File: src/rtl/branch_pkg.sv
// Shared types and constants for the sequential RV32I branch comparator.
package branch_pkg;

  typedef enum logic [1:0] {
    StIdle,
    StCmp,
    StDone
  } brState;

  localparam logic [2:0] BEQ  = 3'b000;
  localparam logic [2:0] BNE  = 3'b001;
  localparam logic [2:0] BLT  = 3'b100;
  localparam logic [2:0] BGE  = 3'b101;
  localparam logic [2:0] BLTU = 3'b110;
  localparam logic [2:0] BGEU = 3'b111;

  // funct3 010/011 have no branch meaning.
  function automatic logic isIllegal(input logic [2:0] f3);
    return f3[2:1] == 2'b01;
  endfunction

  // Branch decision from the equality / less-than flags.
  function automatic logic takenOf(input logic [2:0] f3, input logic eq, input logic lt);
    logic res;
    res = 1'b0;
    case (f3)
      BEQ:        res = eq;
      BNE:        res = !eq;
      BLT, BLTU:  res = lt;
      BGE, BGEU:  res = !lt;
      default:    res = 1'b0;
    endcase
    return res;
  endfunction

endpackage

File: src/rtl/chunk_comp.sv
// Combinational unsigned compare of one operand slice.
module chunk_comp #(
  parameter int unsigned CHUNK = 4
) (
  input  logic [CHUNK-1:0] a,
  input  logic [CHUNK-1:0] b,
  output logic             eq,
  output logic             lt
);

  assign eq = (a == b);
  assign lt = (a < b);

endmodule

File: src/rtl/branch_comp_seq.sv
// Sequential branch comparator: walks the operands CHUNK bits per cycle, MSB slice first.
// Optional macro BRCOMP_EARLY_EXIT_EN finishes on the first differing slice; the default
// build always spends NCHUNK cycles in compare. Results are identical in both builds.
module branch_comp_seq
  import branch_pkg::*;
#(
  parameter int unsigned XLEN  = 32,
  parameter int unsigned CHUNK = 4
) (
  input  logic            clk,
  input  logic            rst_n,
  input  logic            in_valid,
  output logic            in_ready,
  input  logic [2:0]      funct3,
  input  logic [XLEN-1:0] dataA,
  input  logic [XLEN-1:0] dataB,
  input  logic            flush,
  output logic            out_valid,
  input  logic            out_ready,
  output logic            BrEq,
  output logic            BrLT,
  output logic            taken,
  output logic            illegal
);

  localparam int unsigned NCHUNK = XLEN / CHUNK;
  localparam int unsigned IdxW   = (NCHUNK > 1) ? $clog2(NCHUNK) : 1;
  localparam logic [XLEN-1:0] MsbMask = {1'b1, {(XLEN-1){1'b0}}};

  brState            state;
  logic [XLEN-1:0]   aLat;
  logic [XLEN-1:0]   bLat;
  logic [2:0]        f3Lat;
  logic [IdxW-1:0]   chunkIdx;
  logic              decided;
  logic              ltAcc;

  logic [CHUNK-1:0]  sliceA;
  logic [CHUNK-1:0]  sliceB;
  logic              sliceEq;
  logic              sliceLt;
  logic              signedCmp;
  logic              decNext;
  logic              ltNext;
  logic              exitNow;

  assign in_ready  = (state == StIdle);
  // Flipping the sign bits turns a signed compare into an unsigned one.
  assign signedCmp = (funct3[2:1] != 2'b11);

  assign sliceA = aLat[chunkIdx*CHUNK +: CHUNK];
  assign sliceB = bLat[chunkIdx*CHUNK +: CHUNK];

  chunk_comp #(
    .CHUNK(CHUNK)
  ) u_chunk_comp (
    .a (sliceA),
    .b (sliceB),
    .eq(sliceEq),
    .lt(sliceLt)
  );

  // Accumulated result after this cycle's slice; the first differing slice wins.
  always_comb begin
    decNext = decided | !sliceEq;
    ltNext  = decided ? ltAcc : (!sliceEq & sliceLt);
`ifdef BRCOMP_EARLY_EXIT_EN
    exitNow = (chunkIdx == '0) || (!decided && !sliceEq);
`else
    exitNow = (chunkIdx == '0);
`endif
  end

  // Control FSM with registered result outputs.
  always_ff @(posedge clk or negedge rst_n) begin
    if (!rst_n) begin
      state     <= StIdle;
      aLat      <= '0;
      bLat      <= '0;
      f3Lat     <= '0;
      chunkIdx  <= '0;
      decided   <= 1'b0;
      ltAcc     <= 1'b0;
      out_valid <= 1'b0;
      BrEq      <= 1'b0;
      BrLT      <= 1'b0;
      taken     <= 1'b0;
      illegal   <= 1'b0;
    end else if (flush) begin
      state     <= StIdle;
      chunkIdx  <= '0;
      decided   <= 1'b0;
      ltAcc     <= 1'b0;
      out_valid <= 1'b0;
      BrEq      <= 1'b0;
      BrLT      <= 1'b0;
      taken     <= 1'b0;
      illegal   <= 1'b0;
    end else begin
      case (state)
        StIdle: begin
          if (in_valid) begin
            aLat     <= signedCmp ? (dataA ^ MsbMask) : dataA;
            bLat     <= signedCmp ? (dataB ^ MsbMask) : dataB;
            f3Lat    <= funct3;
            chunkIdx <= IdxW'(NCHUNK - 1);
            decided  <= 1'b0;
            ltAcc    <= 1'b0;
            state    <= isIllegal(funct3) ? StDone : StCmp;
          end
        end
        StCmp: begin
          decided <= decNext;
          ltAcc   <= ltNext;
          if (exitNow) begin
            state     <= StDone;
            out_valid <= 1'b1;
            BrEq      <= !decNext;
            BrLT      <= decNext & ltNext;
            taken     <= takenOf(f3Lat, !decNext, decNext & ltNext);
          end else begin
            chunkIdx <= chunkIdx - IdxW'(1);
          end
        end
        StDone: begin
          if (!out_valid) begin
            // Only illegal requests arrive here without a result; present it one edge later.
            out_valid <= 1'b1;
            illegal   <= 1'b1;
          end else if (out_ready) begin
            state     <= StIdle;
            chunkIdx  <= '0;
            decided   <= 1'b0;
            ltAcc     <= 1'b0;
            out_valid <= 1'b0;
            BrEq      <= 1'b0;
            BrLT      <= 1'b0;
            taken     <= 1'b0;
            illegal   <= 1'b0;
          end
        end
        default: state <= StIdle;
      endcase
    end
  end

endmodule

File: config.mk
export PLATFORM = sky130hd
export DESIGN_NAME = branch_comp_seq
export DESIGN_NICKNAME = d
export VERILOG_FILES = /design/src/rtl/branch_pkg.sv /design/src/rtl/chunk_comp.sv /design/src/rtl/branch_comp_seq.sv
export SDC_FILE = /design/constraint.sdc
export NUM_CORES = 1
export LEC_CHECK = 0
export ABC_AREA = 0
export BUFFER_PORTS_ARGS = -buffer_cell sky130_fd_sc_hd__buf_2
export CAP_MARGIN = 10
export CORE_MARGIN = 1
export CORE_UTILIZATION = 49
export CTS_CLUSTER_SIZE = 8
export DETAILED_ROUTE_END_ITERATION = 6
export GPL_TIMING_DRIVEN = 0
export PLACE_DENSITY = 0.78
export SLEW_MARGIN = 20
export SYNTH_ARGS = -nofsm -noshare
export SYNTH_HDL_FRONTEND = slang
export SYNTH_SLANG_ARGS = --single-unit
File: constraint.sdc
create_clock -name clk -period 2.5 [get_ports clk]
set_input_delay 0.25 -clock clk [delete_from_list [all_inputs] [get_ports clk]]
set_output_delay 0.25 -clock clk [all_outputs]
set_load 0.03 [all_outputs]
==> results.json <==
{
  "status": "finished with violations",
  "violations": "negative setup slack",
  "fill_cells": 537,
  "multi_input_area_sq_um": 1850,
  "layout.nets": 446,
  "ir_drop_mv": 0.628,
  "worst_pin_slew_ns": 0.564,
  "crit_path_end_kind": "flip-flop",
  "avgSynthCellArea_sq_um": 14.2,
  "numCtsBuffers": 9,
  "setup_tns_ns": -0.252,
  "seq_area_frac_synth_pct": 52.0,
  "cts-root-buf": "clkbuf_8",
  "synth_common_cells": "dfrtp_1 (79), mux2_2 (68), mux4_2 (16)",
  "skew_ns": 0.00747,
  "cp.required_ns": 2.77,
  "grt_usage_pct": 22.8,
  "antenna_cells": 0,
  "numPortBuffers": 77,
  "slew_violations": 0,
  "ioPinCount": 78,
  "path_class": "reg2reg",
  "coreArea_sq_um": 7370,
  "synth_cell_types": 44,
  "maxCapViolations": 0,
  "worstPathArrival_ns": 2.89,
  "slowest_stage": "mux4_2",
  "fmax_mhz": 382,
  "initial_core_util_pct": 51.6,
  "area_growth_pct": 27.1,
  "vias": 2652,
  "synth_nets": 349,
  "cts_tree": "done",
  "die-area_sq_um": 8120,
  "overflow": 0,
  "wl_met3_um": 549,
  "ys_ff_latch": 79,
  "critPathMaxStageDelay_ns": 0.50,
  "grt_first_pass_wirelength_mm": 14.0,
  "layout.area.seq_sq_um": 1980,
  "antenna_found_initial": 0,
  "p_leak_nw": 2.17,
  "grt_pass1_vias": 2781,
  "synthArstFlopShare_pct": 100,
  "worstPathCellList": "buf_12 > mux4_2 > mux2_4 > ha_4 > nor2b_4 > o211ai_1 > and4_1 > o31a_1 > o31ai_1",
  "synth_top_cell_by_area": "dfrtp_1",
  "max_slew_margin_pct": 62.4,
  "drc_errors": 0,
  "layout_min_cycle_time_ns": 2.62,
  "finalHoldViolCount": 0,
  "layout-drive-gt1-share_pct": 59.7,
  "synth_most_common_cell": "dfrtp_1",
  "totalWireLength_mm": 8.67,
  "met1_length_mm": 3.48,
  "cts_htree_levels": 3,
  "met2_length_mm": 4.42,
  "p_per_area_nw_per_um2": 1450,
  "synth_enable_flop_cells": 0,
  "hp-class": "in2reg",
  "utilization_pct": 65.6,
  "vias_per_cell": 5.65,
  "cpLargestDelayFamily": "multiplexers",
  "worstPathMaxFanout": 5,
  "clock-sinks": 79,
  "gp_congestion": 0.764,
  "period_share_pct": 105,
  "setup_viol": 3,
  "postRouteAntennaNets": 0,
  "avgRoutedWirePerCell_um": 18.5,
  "clk_pin_slew_worst_paths_ns": 0.09,
  "rows": 31,
  "syn_area_sq_um": 3800,
  "drt_pass1_iterations": 4,
  "worst-path-buf-inv": 1,
  "synth_warnings": 0,
  "die_w_um": 90.1,
  "highest_layer": "met4",
  "synth_top_area_share_pct": 52.0,
  "ctsLongestPathBuffers": 2,
  "grt_max_degree": 46,
  "fin_ws_ns": -0.117,
  "rsz0062_at_grt": "true",
  "startpoint_type": "flip-flop",
  "die_h_um": 90.1,
  "hpwlAfterDp_mm": 5.83,
  "clock_latency_ns": 0.36,
  "synth_ff_type": "dfrtp_1",
  "synthCells": 268,
  "synth_area_leaders": "dfrtp_1 (52%), mux2_2 (20%), mux4_2 (9.5%), ha_1 (3.0%), buf_2 (1.3%)",
  "drt_first_iter_violations": 156
}
==> cell usage in the layout, fill, tap and decap left out, drive strengths merged, types with 2 or more instances in the layout <==
| master | instances |
|---|---|
| buf | 98 |
| dfrtp | 79 |
| mux2 | 68 |
| mux4 | 16 |
| nand2 | 11 |
| clkbuf | 11 |
| inv | 10 |
| a21oi | 9 |
| ha | 9 |
| o21ai | 8 |
| mux2i | 5 |
| bufinv | 3 |
| and3 | 3 |
| nor3 | 3 |
| a211oi | 3 |
| a221oi | 2 |
| nor2 | 2 |
| o211ai | 2 |
| o31ai | 2 |
| xnor2 | 2 |
| clkinv | 2 |
| nor2b | 2 |
| a22oi | 2 |
| a21o | 2 |
==> metal layers <==
layer / vias to the layer above / track usage (%)
met5: - / 0
met4: 0 / 10.3
met3: 19 / 5.25
met2: 100 / 36.8
met1: 1343 / 29.6
li1: 1190 / -
==> sequential cells by signal, summed over array words and instances (netlist names) <==
register and cells:
taken 1, ltAcc 1, state 2, BrLT 1, decided 1, aLat 32
illegal 1, chunkIdx 3, BrEq 1, f3Lat 3, out_valid 1, bLat 32
==> worst reg2reg max path, delay by kind of cell, from the launching register on <==
family / cells / cell delay [ns]
AOI/OAI and AO/OA: 3 / 0.54
muxes: 2 / 0.81
DFF: 1 / 0.41
adders and majority gates: 1 / 0.28
and+or+nand+nor: 2 / 0.36
buffers and inverters: 1 / 0.14
==> logic make-up after synthesis <==
logic type / Yosys count / share of synthesized area, %
fa+ha+maj: 9 / 2.96
flops: 79 / 52.0
buf+inv: 23 / 2.70
compound gates: 38 / 6.98
xor+xnor: 2 / 0.461
mux: 89 / 30.9
simple gates: 28 / 3.98
==> layout make-up <==
cell class              instances  area share (%)
well taps                      99            2.56
inverters                       9           0.699
flip-flops and latches         79            41.0
multi-input cells             166            38.3
clock buffers                  10            2.85
plain buffers                  13            1.99
repair buffers                 87            10.2
clock inverters                 6            2.41
==> per-stage QoR <==
step / power [mW] / instance area (sq um) / hold slack (ns) / std cells / worst slack, ns
final: 7.02 / 4830 / 0.115 / 469 / -0.117
after global routing: 7.44 / 4830 / 0.101 / 469 / -0.220
after CTS: 6.76 / 4810 / 0.0981 / 470 / -0.141
after detailed placement: 4.99 / 4340 / 0.285 / 445 / -0.478
after global placement: 4.83 / 4310 / 0.463 / 444 / -0.446
after floorplan: 4.30 / 3800 / -0.0456 / 268 / 0.00166
==> final timing paths <==
kind | slack, ns | cells past startpoint | startpoint | end
setup / recovery | -0.12 | 9 | chunkIdx[0] | taken
hold / removal | 0.12 | 2 | dataB[30] | bLat[30]
setup reg to reg | -0.12 | 9 | chunkIdx[0] | taken
hold reg to reg | 0.48 | 2 | taken | taken
max in group asynchronous | 1.49 | 3 | rst_n | chunkIdx[1]
min in group asynchronous | 0.43 | 2 | rst_n | bLat[10]
==> report_power, final <==
group	total [mW]	switching [mW]	internal (mW)
combinational	3.56	1.56	2.00
clock	1.18	0.484	0.697
sequential	2.28	0.381	1.90
==> repair_timing <==
item	in CTS	in global routing
pin swaps	9	10
gates resized for setup	29	10
cloned	1	0
endpoints found under the setup margin	5	7
hold buffers	1	0
setup buffers	8	0
endpoints found under the hold margin	44	0
No activity file was read; power rests on OpenSTA's default activity.
